$ cat src/rtl/ysyx_23060208_mem_arbiter.sv
// ---------------------------------------------------------------------------
// ysyx_23060208_mem_arbiter
//
// Two-master, one-slave AXI-lite read arbiter. The IFU fetch path and the LSU
// load path share the single SRAM read port. One transaction is in flight at
// a time. When both masters request in the same idle cycle, the master that
// was not granted last wins (round robin).
//
// Timing: a request is seen in IDLE and forwarded from the next cycle. In the
// AR and R states the AR and R channels are combinational pass-throughs
// between the granted master and the SRAM, so the only latency the arbiter
// adds is the IDLE cycle. With a zero-latency slave the best case is one
// transaction every three cycles (IDLE, AR, R).
//
// Ports
//   clk            rising-edge clock
//   rst            synchronous reset, active low (0 = reset)
//   ifu_ar*/ifu_r* IFU read master: address request in, data/response out
//   lsu_ar*/lsu_r* LSU read master: address request in, data/response out
//   sram_ar*       address request toward the SRAM
//   sram_r*        read data/response from the SRAM, sram_rready back to it
//
// The non-granted master always sees arready=0, rvalid=0, rdata=0, rresp=0,
// and its arvalid may stay high for as long as it likes.
// ---------------------------------------------------------------------------
module ysyx_23060208_mem_arbiter #(
  parameter int DATA_WIDTH = 32
) (
  input  logic                  clk,
  input  logic                  rst,

  // IFU read master
  input  logic [DATA_WIDTH-1:0] ifu_araddr,
  input  logic                  ifu_arvalid,
  output logic                  ifu_arready,
  output logic [DATA_WIDTH-1:0] ifu_rdata,
  output logic                  ifu_rvalid,
  output logic [1:0]            ifu_rresp,
  input  logic                  ifu_rready,

  // LSU read master
  input  logic [DATA_WIDTH-1:0] lsu_araddr,
  input  logic                  lsu_arvalid,
  output logic                  lsu_arready,
  output logic [DATA_WIDTH-1:0] lsu_rdata,
  output logic                  lsu_rvalid,
  output logic [1:0]            lsu_rresp,
  input  logic                  lsu_rready,

  // SRAM read slave
  output logic [DATA_WIDTH-1:0] sram_araddr,
  output logic                  sram_arvalid,
  input  logic                  sram_arready,
  input  logic [DATA_WIDTH-1:0] sram_rdata,
  input  logic                  sram_rvalid,
  input  logic [1:0]            sram_rresp,
  output logic                  sram_rready
);

  // The state encodes both the phase of the transaction and which master
  // owns it, so the grant needs no separate register.
  typedef enum logic [2:0] {
    IDLE   = 3'd0,
    IFU_AR = 3'd1,
    IFU_R  = 3'd2,
    LSU_AR = 3'd3,
    LSU_R  = 3'd4
  } state_t;

  typedef enum logic {
    GRANT_IFU = 1'b0,
    GRANT_LSU = 1'b1
  } grant_t;

  state_t state;
  grant_t last_grant;

  // -------------------------------------------------------------------------
  // State register and round-robin bookkeeping.
  // last_grant resets to LSU so that a simultaneous first request goes to the
  // IFU. It is updated whenever a master is granted, contended or not, so the
  // next tie always goes to the other master.
  // A reset in the middle of a transaction simply returns to IDLE; whatever
  // the SRAM still has in flight is dropped, because the outputs are decoded
  // from the state and IDLE forwards nothing.
  // -------------------------------------------------------------------------
  always_ff @(posedge clk) begin
    // NOTE: state is written with non-blocking assignments so every register
    // samples the pre-edge values, independent of statement order.
    if (!rst) begin
      state      <= IDLE;
      last_grant <= GRANT_LSU;
    end else begin
      case (state)
        IDLE: begin
          if (ifu_arvalid && lsu_arvalid) begin
            if (last_grant == GRANT_LSU) begin
              state      <= IFU_AR;
              last_grant <= GRANT_IFU;
            end else begin
              state      <= LSU_AR;
              last_grant <= GRANT_LSU;
            end
          end else if (ifu_arvalid) begin
            state      <= IFU_AR;
            last_grant <= GRANT_IFU;
          end else if (lsu_arvalid) begin
            state      <= LSU_AR;
            last_grant <= GRANT_LSU;
          end
        end

        // A master that withdraws arvalid before the SRAM accepted it breaks
        // the protocol; give the port back without issuing anything.
        IFU_AR: begin
          if (!ifu_arvalid) begin
            state <= IDLE;
          end else if (sram_arready) begin
            state <= IFU_R;
          end
        end

        IFU_R: begin
          if (sram_rvalid && ifu_rready) begin
            state <= IDLE;
          end
        end

        LSU_AR: begin
          if (!lsu_arvalid) begin
            state <= IDLE;
          end else if (sram_arready) begin
            state <= LSU_R;
          end
        end

        LSU_R: begin
          if (sram_rvalid && lsu_rready) begin
            state <= IDLE;
          end
        end

        // Unreachable encodings recover to IDLE.
        default: begin
          state <= IDLE;
        end
      endcase
    end
  end

  // -------------------------------------------------------------------------
  // Channel steering. Everything defaults to zero, which is exactly what the
  // non-granted master and IDLE must see; each state then connects only the
  // channel it owns. sram_arvalid can therefore only be high in an AR state
  // and sram_rready only in an R state. rresp is passed through untouched,
  // error codes included.
  // -------------------------------------------------------------------------
  always_comb begin
    // NOTE: every output receives a default before the case so no path leaves
    // one unassigned, which would otherwise infer a latch.
    ifu_arready  = 1'b0;
    ifu_rdata    = '0;
    ifu_rvalid   = 1'b0;
    ifu_rresp    = 2'b00;
    lsu_arready  = 1'b0;
    lsu_rdata    = '0;
    lsu_rvalid   = 1'b0;
    lsu_rresp    = 2'b00;
    sram_araddr  = '0;
    sram_arvalid = 1'b0;
    sram_rready  = 1'b0;

    case (state)
      IFU_AR: begin
        sram_araddr  = ifu_araddr;
        sram_arvalid = ifu_arvalid;
        ifu_arready  = sram_arready;
      end

      IFU_R: begin
        ifu_rdata   = sram_rdata;
        ifu_rresp   = sram_rresp;
        ifu_rvalid  = sram_rvalid;
        sram_rready = ifu_rready;
      end

      LSU_AR: begin
        sram_araddr  = lsu_araddr;
        sram_arvalid = lsu_arvalid;
        lsu_arready  = sram_arready;
      end

      LSU_R: begin
        lsu_rdata   = sram_rdata;
        lsu_rresp   = sram_rresp;
        lsu_rvalid  = sram_rvalid;
        sram_rready = lsu_rready;
      end

      default: begin
      end
    endcase
  end

endmodule

$ cat config.mk
export PLATFORM = sky130hd
export DESIGN_NAME = ysyx_23060208_mem_arbiter
export DESIGN_NICKNAME = d
export VERILOG_FILES = /design/src/rtl/ysyx_23060208_mem_arbiter.sv
export SDC_FILE = /design/constraint.sdc
export NUM_CORES = 1
export LEC_CHECK = 0
export BUFFER_PORTS_ARGS = -buffer_cell sky130_fd_sc_hd__buf_2
export CAP_MARGIN = 30
export CORE_AREA = 2 2 81 83
export CTS_BUF_LIST = sky130_fd_sc_hd__clkbuf_4
export DETAILED_ROUTE_END_ITERATION = 8
export DIE_AREA = 0 0 83 85
export PLACE_DENSITY = 0.65
export SLEW_MARGIN = 30
export SYNTH_ARGS = -nofsm -noshare
export SYNTH_HDL_FRONTEND = slang
export SYNTH_SLANG_ARGS = --single-unit
$ cat constraint.sdc
create_clock -name clk -period 1.31 [get_ports clk]
set_input_delay 0.0655 -clock clk [delete_from_list [all_inputs] [get_ports clk]]
set_output_delay 0.0655 -clock clk [all_outputs]
set_load 0.02 [all_outputs]
==> results by stage <==
Logic synthesis:
- Of the total synthesized cell area, the portion taken by full adders, half adders and majority gates is 0%.
- The main flop type after synthesis is sky130_fd_sc_hd__dfxtp_1.
- The count of yosys warnings during synthesis is 0.
- Summing the areas of all compound-gate instances in the mapped netlist gives about a third of the synthesized area.
- The async set or reset register ratio after synthesis is 0%.
- Summing the sequential cell areas from Yosys gives between 6 and 7% of the chip area.
- In the post-synthesis netlist, the biggest area contributors are sky130_fd_sc_hd__and2_1 (39%), sky130_fd_sc_hd__a22o_1 (26%), sky130_fd_sc_hd__dfxtp_1 (7.0%).
- Of the post-synthesis cell area, the dominant cell type holds about two fifths.
- Counting every net in the synthesized netlist gives roughly 260.
- The number of enable-type register cells in the synthesized netlist is 0.
- Of the total synthesized cell area, the portion taken by XOR and XNOR cells is less than 1%.
- The number of distinct standard cells referenced by the synthesized netlist is 32.
- The cell area after synthesis is 0.00114 mm2.
- Of the total synthesized cell area, the portion taken by AND, OR, NAND and NOR gates is 48.5%.
- Of all cell types, the one taking the most synthesized area is sky130_fd_sc_hd__and2_1.
- The cell count after synthesis came out at between 150 and 200.
- A synthesized cell averages 7.34 um2.
- By area, the combinational part of the netlist is dominated by simple AND/OR/NAND/NOR gates.
- The multiplexer share of the synthesized area is 1.86%.
- The synthesized design contains 4 register bits.

Setup path:
- The biggest cell delay along the critical path is roughly 0.33 ns.
- The critical path is of the flip-flop to output port type.
- The sort of element at the start of the critical path is a flip-flop.
- The element type at the critical path end is an output port.
- Traced cell by cell, the critical path runs through buf_6, nor3b_4, buf_6, clkbuf_16, and2_2, buf_6.
- Among cell families on the critical path, the largest total delay comes from buffers and inverters.
- The number of buffers and inverters on the critical path is 4.
- The cell repeated most along the worst path is sky130_fd_sc_hd__buf_6.
- In this run the worst path has a maximum fanout of 9.
- The required time at the worst-slack endpoint is between 1 and 1.5 ns.
- The data arrival time of the worst path is approximately 1.5 ns.
- The critical-path cell with the highest stage delay is sky130_fd_sc_hd__dfxtp_2.

Clocking:
- The clock-pin transition on the worst setup and hold timing paths is 0.04 ns.
- The root buffer cell is sky130_fd_sc_hd__clkbuf_4.
- The clock passes through at most 2 buffers.
- TritonCTS built the clock tree.
- The latest clock arrival within the worst-skew pair is around 0.24 ns.
- The clock net in this run drives a total of 4 sinks.
- The maximum level of the CTS H-tree is 1.
- The total CTS buffers is 3.

Timing:
- Setup violations remaining at the end of the flow were counted as about 110.
- Counting I/O delays and the setup requirement, the final critical path takes roughly 1.6 ns.
- In this run the tightest slew margin relative to its limit is between 80% and 90%.
- Setup repair after global routing could not meet its margin everywhere.
- Clock skew on the completed layout was measured at 0.00239 ns.
- The final worst hold slack is 0.0582 ns.
- The max-slew violation total from the final report is 0.
- The final hold violation count is 0.
- At the pin with the least slew margin, the transition time is between 0.2 and 0.25 ns.
- Across all setup checks in the final design, the least slack found is -0.248 ns.
- Of the available clock period, the critical path in the final layout requires 119%.
- Based on the critical path, the design can be clocked at up to around 0.64 GHz.

GRT:
- The global router's overall resource usage is roughly 17%.
- The number of global-route vias before repair was just under 2000.
- The number of antenna violations at the first check in global routing came to 0.
- The first global-routing pass estimated ~10000 um of wire.
- Entering global routing, the biggest net connects 37 pins.
- The remaining global-route overflow is 0.

Routing:
- The average wire length per cell after detail routing is 15.9 um.
- The routed via count divided by cell count is roughly 4.7.
- The first-pass iteration count of the detailed router is 4.
- In this run the remaining antenna-violating nets after routing total 0.
- The number of violations reported at the end of detailed-routing iteration 0 is 50.
- For this run, design rule violations remaining after detail routing come to 0.
- The routed via count is ~2200.
- The final layout contains routed wiring with a total length of about 7400 um.

Pwr:
- The analysis attributes to cell leakage a power of 1.79 nW.
- In this run the power density over the cells is around 1000 mW/mm2.
- The maximum vdd ir drop is roughly 710 uV.
- The design draws between 3 and 4 mW.

Floorplan:
- Once the floorplan was initialized, standard cells occupied a little under a fifth of the core.
- The placeable core region is slightly above 0.006 mm2.
- The die is between 80 and 90 um tall.
- The die covers 0.00706 mm2.
- The initialized floorplan defines 29 standard-cell rows.
- Measured along the x axis, the die boundary spans roughly 83 um.
- between 200 and 250 I/O pins were placed.

Cells and area:
- The library cell used most frequently in the layout, excluding fill and tap cells, is sky130_fd_sc_hd__buf_2.
- Of the cells placed in the final design, the portion with a size suffix greater than 1 is around 86%.
- The antenna cell count is 0.
- In the layout the commonest cells are sky130_fd_sc_hd__buf_2 (109), sky130_fd_sc_hd__buf_6 (97), sky130_fd_sc_hd__and2_2 (38).
- The final core utilization is a little over half.
- The synthesis-to-layout area growth is 196%.
- The layout net count is 495.

Job:
- The number of max-cap violations is 0.

Min path:
- The tightest min-delay check is of the input pin to flip-flop type.

Placed design:
- Routability-driven placement finished with a final weighted congestion of around 0.85.
- The half-perimeter wire length after detailed placement is ~5000 um.
- The worst slack after detailed placement is -0.0448 ns.
- Input and output buffers added on the ports amount to 211.

Status:
- The final reports fail on setup timing.
- The flow ran to the end, but the final reports show violations.
[worst reg2reg max path: stages, from the launching register on]
cell	delay (ns)
sky130_fd_sc_hd__dfxtp_2	0.31
sky130_fd_sc_hd__buf_4	0.12
sky130_fd_sc_hd__mux2_4	0.31
sky130_fd_sc_hd__a211oi_4	0.30
sky130_fd_sc_hd__buf_4	0.15
sky130_fd_sc_hd__o211ai_1	0.07
sky130_fd_sc_hd__o31ai_1	0.07
[cell families after synthesis]
kind of cell,after synthesis
AO/OA/AOI/OAI,45
XOR/XNOR,1
AND/OR/NAND/NOR,85
multiplexers,2
flip-flops,4
buffers and inverters,19
[layer usage]
metal | GRT usage (%) | routed length (um) | vias to the layer above
li1 | - | - | 1016
met1 | 18.2 | 2620 | 1001
met2 | 34.9 | 4090 | 147
met3 | 3.99 | 540 | 12
met4 | 3.13 | 114 | 0
met5 | 0 | 0 | -
[registers in the layout (all words and copies together) (netlist names)]
register and cells:
last_grant 1, state 3
[synth_stat cells, types with 2 or more instances]
cell type / instances
sky130_fd_sc_hd__a22o_1: 34
sky130_fd_sc_hd__and2_1: 71
sky130_fd_sc_hd__and3_1: 2
sky130_fd_sc_hd__buf_2: 7
sky130_fd_sc_hd__clkbuf_1: 7
sky130_fd_sc_hd__dfxtp_1: 4
sky130_fd_sc_hd__inv_1: 2
sky130_fd_sc_hd__nor2_1: 2
sky130_fd_sc_hd__nor3b_2: 3
sky130_fd_sc_hd__o21ai_0: 2
[per-stage QoR]
stage / instance area (um2) / setup TNS (ns) / std cells
2_1_floorplan: 1240 / -1.65 / 156
3_3_place_gp: 2480 / -0.0248 / 443
6_report: 3380 / -21.94 / 464
4_1_cts: 3110 / -21.85 / 453
3_5_place_dp: 2480 / -0.550 / 443
5_1_grt: 3380 / -30.23 / 464
[power by group]
group / switching (mW) / leakage, nW / internal [mW] / total (mW)
logic: 1.44 / 1.74 / 1.64 / 3.09
clock network: 0.0591 / 0.0138 / 0.103 / 0.162
registers: 0.0328 / 0.0344 / 0.158 / 0.191
total: 1.54 / 1.79 / 1.90 / 3.44
[path summary, 6_finish.rpt]
path         startpoint      endpoint  slack, ns  depth (start not counted)
max            state[0]  ifu_rdata[6]      -0.25                          6
min                 rst    last_grant       0.06                          2
max reg2reg    state[2]      state[1]      -0.12                          6
min reg2reg  last_grant    last_grant       0.57                          2
[repair_timing]
action	4_1_cts	5_1_grt
gates resized for setup	170	77
pin swaps	2	19
cloned	2	6
hold buffers	0	0
buffers inserted	5	8
endpoints found under the setup margin	108	109
[area by class of cell]
type,instances,area (um2)
Fill cell,562,2820
Timing Repair Buffer,244,2000
Multi-Input combinational cell,133,1160
Tap cell,77,96.3
Sequential cell,4,86.3
Clock buffer,3,22.5
Inverter,3,11.3
(Power assumes the default switching activity.)
